[src/rtl/vpx_cmd_tx.sv]
// rtl/vpx_cmd_tx.sv - VPX-P2 command/ID link serial frame transmitter
//
// Takes one DATA_W-bit word over a valid/ready handshake and sends it
// MSB-first, two bits per symbol, each symbol held CLK_DIV clocks, framed
// by O_DVLD. Every frame is followed by GAP_CYC clocks with O_DVLD low.
//
// Optional build macro: VPX_TX_PARITY_EN appends one even-parity symbol
// {^word, ~^word} after the payload.
//
// Ports:
//   CLK        register bus clock, rising edge
//   RST        synchronous active-high reset
//   TX_DATA    word to send, sampled only on accept
//   TX_VALID   TX_DATA valid
//   TX_READY   block can accept a word (decoded from state)
//   O_DVLD     frame-valid strobe to the pin
//   O_DATA     symbol lanes, [1] carries the higher bit
//   BUSY       frame or gap in progress
//   FRAME_CNT  completed frame count, wraps

module vpx_cmd_tx #(
  parameter int DATA_W  = 32,
  parameter int CLK_DIV = 4,
  parameter int GAP_CYC = 2
) (
  input  logic              CLK,
  input  logic              RST,
  input  logic [DATA_W-1:0] TX_DATA,
  input  logic              TX_VALID,
  output logic              TX_READY,
  output logic              O_DVLD,
  output logic [1:0]        O_DATA,
  output logic              BUSY,
  output logic [31:0]       FRAME_CNT
);

  localparam int NSYM  = DATA_W / 2;
  localparam int DIV_W = (CLK_DIV > 1) ? $clog2(CLK_DIV) : 1;
  localparam int SYM_W = (NSYM > 1) ? $clog2(NSYM) : 1;
  localparam int GAP_W = (GAP_CYC > 1) ? $clog2(GAP_CYC) : 1;

  localparam logic [DIV_W-1:0] DIV_LAST = DIV_W'(CLK_DIV - 1);
  localparam logic [SYM_W-1:0] SYM_LAST = SYM_W'(NSYM - 1);
  localparam logic [GAP_W-1:0] GAP_LAST = GAP_W'(GAP_CYC - 1);

`ifdef VPX_TX_PARITY_EN
  typedef enum logic [1:0] {
    ST_IDLE  = 2'd0,
    ST_SHIFT = 2'd1,
    ST_GAP   = 2'd2,
    ST_PAR   = 2'd3
  } state_t;
`else
  typedef enum logic [1:0] {
    ST_IDLE  = 2'd0,
    ST_SHIFT = 2'd1,
    ST_GAP   = 2'd2
  } state_t;
`endif

  state_t            state_q, state_d;
  logic [DATA_W-1:0] sr_q, sr_d;
  logic [DIV_W-1:0]  div_q, div_d;
  logic [SYM_W-1:0]  sym_q, sym_d;
  logic [GAP_W-1:0]  gap_q, gap_d;
  logic [31:0]       frame_cnt_q, frame_cnt_d;
  logic              dvld_q, dvld_d;
  logic [1:0]        odata_q, odata_d;
  logic              busy_q, busy_d;
`ifdef VPX_TX_PARITY_EN
  logic              par_q, par_d;
`endif

  // Gated with RST so the handshake is closed for the whole reset pulse,
  // including the cycle before the first reset edge.
  assign TX_READY  = (state_q == ST_IDLE) && !RST;
  assign O_DVLD    = dvld_q;
  assign O_DATA    = odata_q;
  assign BUSY      = busy_q;
  assign FRAME_CNT = frame_cnt_q;

  always_comb begin
    state_d     = state_q;
    sr_d        = sr_q;
    div_d       = div_q;
    sym_d       = sym_q;
    gap_d       = gap_q;
    frame_cnt_d = frame_cnt_q;
`ifdef VPX_TX_PARITY_EN
    par_d       = par_q;
`endif

    case (state_q)
      ST_IDLE: begin
        if (TX_VALID) begin
          state_d = ST_SHIFT;
          sr_d    = TX_DATA;
          div_d   = '0;
          sym_d   = '0;
`ifdef VPX_TX_PARITY_EN
          par_d   = ^TX_DATA;
`endif
        end
      end

      ST_SHIFT: begin
        if (div_q == DIV_LAST) begin
          div_d = '0;
          sr_d  = sr_q << 2;
          sym_d = sym_q + SYM_W'(1);
          if (sym_q == SYM_LAST) begin
`ifdef VPX_TX_PARITY_EN
            state_d = ST_PAR;
`else
            state_d     = ST_GAP;
            gap_d       = '0;
            frame_cnt_d = frame_cnt_q + 32'd1;
`endif
          end
        end else begin
          div_d = div_q + DIV_W'(1);
        end
      end

`ifdef VPX_TX_PARITY_EN
      ST_PAR: begin
        if (div_q == DIV_LAST) begin
          div_d       = '0;
          state_d     = ST_GAP;
          gap_d       = '0;
          frame_cnt_d = frame_cnt_q + 32'd1;
        end else begin
          div_d = div_q + DIV_W'(1);
        end
      end
`endif

      ST_GAP: begin
        if (gap_q == GAP_LAST) begin
          state_d = ST_IDLE;
        end else begin
          gap_d = gap_q + GAP_W'(1);
        end
      end

      default: begin
        state_d = ST_IDLE;
      end
    endcase
  end

  // Pin outputs are registered from the next-state values so the first
  // symbol appears on the cycle right after the accept edge.
  always_comb begin
    dvld_d  = 1'b0;
    odata_d = 2'b00;
    busy_d  = (state_d != ST_IDLE);
    if (state_d == ST_SHIFT) begin
      dvld_d  = 1'b1;
      odata_d = sr_d[DATA_W-1 -: 2];
    end
`ifdef VPX_TX_PARITY_EN
    if (state_d == ST_PAR) begin
      dvld_d  = 1'b1;
      odata_d = {par_d, ~par_d};
    end
`endif
  end

  always_ff @(posedge CLK) begin
    if (RST) begin
      state_q     <= ST_IDLE;
      sr_q        <= '0;
      div_q       <= '0;
      sym_q       <= '0;
      gap_q       <= '0;
      frame_cnt_q <= '0;
      dvld_q      <= 1'b0;
      odata_q     <= 2'b00;
      busy_q      <= 1'b0;
`ifdef VPX_TX_PARITY_EN
      par_q       <= 1'b0;
`endif
    end else begin
      state_q     <= state_d;
      sr_q        <= sr_d;
      div_q       <= div_d;
      sym_q       <= sym_d;
      gap_q       <= gap_d;
      frame_cnt_q <= frame_cnt_d;
      dvld_q      <= dvld_d;
      odata_q     <= odata_d;
      busy_q      <= busy_d;
`ifdef VPX_TX_PARITY_EN
      par_q       <= par_d;
`endif
    end
  end

endmodule

[config.mk]
export PLATFORM = sky130hd
export DESIGN_NAME = vpx_cmd_tx
export DESIGN_NICKNAME = d
export VERILOG_FILES = /design/src/rtl/vpx_cmd_tx.sv
export SDC_FILE = /design/constraint.sdc
export NUM_CORES = 1
export LEC_CHECK = 0
export CAP_MARGIN = 10
export CORE_MARGIN = 2
export CORE_UTILIZATION = 47
export CTS_BUF_LIST = sky130_fd_sc_hd__clkbuf_8
export CTS_CLUSTER_SIZE = 40
export DETAILED_ROUTE_END_ITERATION = 8
export PLACE_DENSITY_LB_ADDON = 0.1
export SYNTH_ARGS = -nofsm -noshare
export SYNTH_HDL_FRONTEND = slang
export SYNTH_SLANG_ARGS = --single-unit
[constraint.sdc]
create_clock -name CLK -period 2.7 [get_ports CLK]
set_clock_uncertainty 0.15 [all_clocks]
set_input_delay 0.81 -clock CLK [delete_from_list [all_inputs] [get_ports CLK]]
set_output_delay 0.81 -clock CLK [all_outputs]
set_load 0.01 [all_outputs]
==> qor.yml, run 1 <==
yosys:
  ys_top_cells_by_area: "dfxtp_1, a21oi_1, a22oi_1, nand2_1, o31ai_1"
  synth_largest_area_cell: "dfxtp_1"
  postSynthAreaPerCell_um2: 8.66
  yosys_warnings: 0
  synth_cell_types: 39
  synthTopCellsByCount: "dfxtp_1, a21oi_1, nand2_1"
  synth-seq-area-share: 0.462
  synth_most_common_cell: "dfxtp_1"
  synth.cell_area_mm2: 0.00333
  ys_seq_elements: 77
  synth_edf_count: 0
  synth_ff_type: "dfxtp_1"
  synth_cells: 385
  synth_fp_nets: 423
  synth_top_area_share: 0.462
  synthArstFlopShare: 0
clock_tree:
  clock_latency_ns: 0.36
  ctsResizeCount: 0
  root_buffer: "clkbuf_8"
  cts_setup_buffers: 0
  clk_path_buf_depth: 2
  clk_pin_slew_ns: 0.08
  cts_tree: "yes"
  numCtsBuffers: 9
  hold_buffers: 0
  clock_sinks: 77
  htree_levels: 3
worst_setup_path:
  cp_data_arrival_time_ns: 1.59
  worst_setup_path_end_kind: "output port"
  reg2reg_from: "state_q[0]"
  crit_start: "RST"
  critPathMaxFanout: 2
  setup.worst_path.end: "TX_READY"
  cp-start-kind: "primary input"
  reg2reg_to: "FRAME_CNT[7]"
  reg2reg_depth: 5
  crit_required_ns: 1.74
  r2r_setup_slack_ns: 0.38
  crit_type: "primary input to output port"
power_and_ir_drop:
  ir_drop_v: 0.000301
  finalPower_w: 0.00233
  p_per_area_mw_per_mm2: 541
  leakage_nw: 1.44
timing:
  rsz0062_at_grt: "false"
  final_hold_viol_count: 0
  worst_pin_slew_ns: 0.851
  timing.final.crit_share: 0.945
  finalSetupViolCount: 0
  max_freq_ghz: 0.392
  min_period_ns: 2.55
  holdWs_ns: 0.307
  slew_viol_final: 0
  max_slew_margin: 0.432
placement:
  placed_area_mm2: 0.00409
  finalWeightedCongestion: 0.819
  hpwl_um: 5130
  port_buffers: 71
cells_and_area:
  fin_area_mm2: 0.00430
  area_growth_pct: 29.1
  n_antenna_cell: 0
  utilization: 0.630
  drive_above_1_share: 0.0689
  nets: 483
outcome:
  status: "complete, no violations"
floorplan:
  initial_core_util: 0.488
  die_area_mm2: 0.00778
  io_pins: 72
  num_rows: 30
  die_w_um: 88.2
  core_mm2: 0.00683
  die_y_um: 88.2
routing:
  highest_layer: "met4"
  wl_um: 7660
  avgViaCountPerCell: 5.60
  wire_per_inst_um: 14.0
  dr.pass1.iters: 4
  detail_route.drc_violations: 0
  met2_length_um: 3720
  drt-met1-wl_um: 3430
  drtIter0Drc: 86
  ant_nets: 0
  via_count: 3056
  wl_met3_um: 367
min_path:
  hp-start: "sr_q[16]"
  hp-class: "flop to flop"
global_routing:
  grt_max_degree: 76
  grt_pass1_wl_um: 12500
  gr-usage-all-layers: 0.204
  antenna_found_initial: 0
  grt_overflow: 0
  grt_pass1_vias: 2789
job:
  maxCapViolations: 0
## metrics by stage
stage               TNS, ns  worst slack, ns  std cells
CTS                       0            0.136        546
finish                    0            0.148        546
floorplan                 0            0.275        385
detailed placement   -0.264          -0.0406        530
global placement          0           0.0152        530
global route              0            0.126        546
## flip-flops by register name, indices dropped and copies added (netlist names)
| name | cells |
|---|---|
| gap_q | 1 |
| sr_q | 32 |
| state_q | 2 |
| BUSY | 1 |
| O_DATA | 2 |
| div_q | 2 |
| sym_q | 4 |
| O_DVLD | 1 |
| FRAME_CNT | 32 |
## cell families (layout without fill, tap and decap cells)
family,count (synthesis),in the layout,share of synthesized area
buffers and inverters,35,100,0.0499
xor gates and xnor gates,9,9,0.0236
and+or+nand+nor,139,139,0.225
DFF,77,77,0.462
AOI/OAI and AO/OA,118,118,0.215
muxes,4,4,0.0124
adders and majority gates,3,3,0.0113
## where the power goes
| part | switching [W] | leakage [nW] | total (W) | internal (W) |
|---|---|---|---|---|
| Sequential | 0.0000226 | 0.627 | 0.00119 | 0.00117 |
| Clock | 0.000434 | 0.105 | 0.000949 | 0.000515 |
| Combinational | 0.0000886 | 0.710 | 0.000184 | 0.0000958 |
## layout by cell type, fill, tap and decap left out, types with 13 or more instances in the layout
master / n
o31ai_1: 14
nand4_1: 15
a21oi_1: 57
a22oi_1: 32
or4_1: 13
nand2_1: 42
dfxtp_1: 77
nor2_1: 19
clkdlybuf4s50_1: 70
## final cells by class
type | count | area (um^2)
timing repair buffer | 78 | 771
fill | 643 | 2530
inverter | 6 | 22.5
sequential | 77 | 1540
clock inverter | 7 | 90.1
clock buffer | 9 | 124
multi-input combinational | 273 | 1630
tap | 96 | 120
## per-layer routing
metal	track usage	up-vias
met2	0.349	76
met5	0	-
met3	0.0280	11
met4	0.105	0
met1	0.251	1417
li1	-	1552
## worst min path at each step
| stage | end | slack (ns) | cells after the start |
|---|---|---|---|
| finish | sr_q[16] | 0.31 | 2 |
| global route | sr_q[10] | 0.33 | 2 |
| CTS | sr_q[16] | 0.31 | 2 |
| detailed placement | sr_q[16] | 0.30 | 2 |
| global placement | sr_q[13] | 0.29 | 2 |
| floorplan | sr_q[28] | 0.29 | 2 |
## critical path: stages
cell	delay (ns)
buf_2	0.10
nor3_1	0.12
clkdlybuf4s50_1	0.56
No activity file was read; power rests on OpenSTA's default activity.
==> run 2: changes to the inputs <==
--- a/config.mk
+++ b/config.mk
@@ -5,13 +5,13 @@
 export SDC_FILE = /design/constraint.sdc
 export NUM_CORES = 1
 export LEC_CHECK = 0
-export CAP_MARGIN = 10
 export CORE_MARGIN = 2
 export CORE_UTILIZATION = 47
 export CTS_BUF_LIST = sky130_fd_sc_hd__clkbuf_8
 export CTS_CLUSTER_SIZE = 40
 export DETAILED_ROUTE_END_ITERATION = 8
 export PLACE_DENSITY_LB_ADDON = 0.1
+export SKIP_CTS_REPAIR_TIMING = 1
 export SYNTH_ARGS = -nofsm -noshare
 export SYNTH_HDL_FRONTEND = slang
 export SYNTH_SLANG_ARGS = --single-unit
==> results of run 2 <==
Same layout as run 1: the final DEF is identical, and so are final timing and power.
==> run 3: changes to the inputs <==
--- a/config.mk
+++ b/config.mk
@@ -11,7 +11,6 @@
 export CTS_CLUSTER_SIZE = 40
 export DETAILED_ROUTE_END_ITERATION = 8
 export PLACE_DENSITY_LB_ADDON = 0.1
-export SKIP_CTS_REPAIR_TIMING = 1
 export SYNTH_ARGS = -nofsm -noshare
 export SYNTH_HDL_FRONTEND = slang
 export SYNTH_SLANG_ARGS = --single-unit
==> results of run 3 <==
Same layout as run 1: the final DEF is identical, and so are final timing and power.
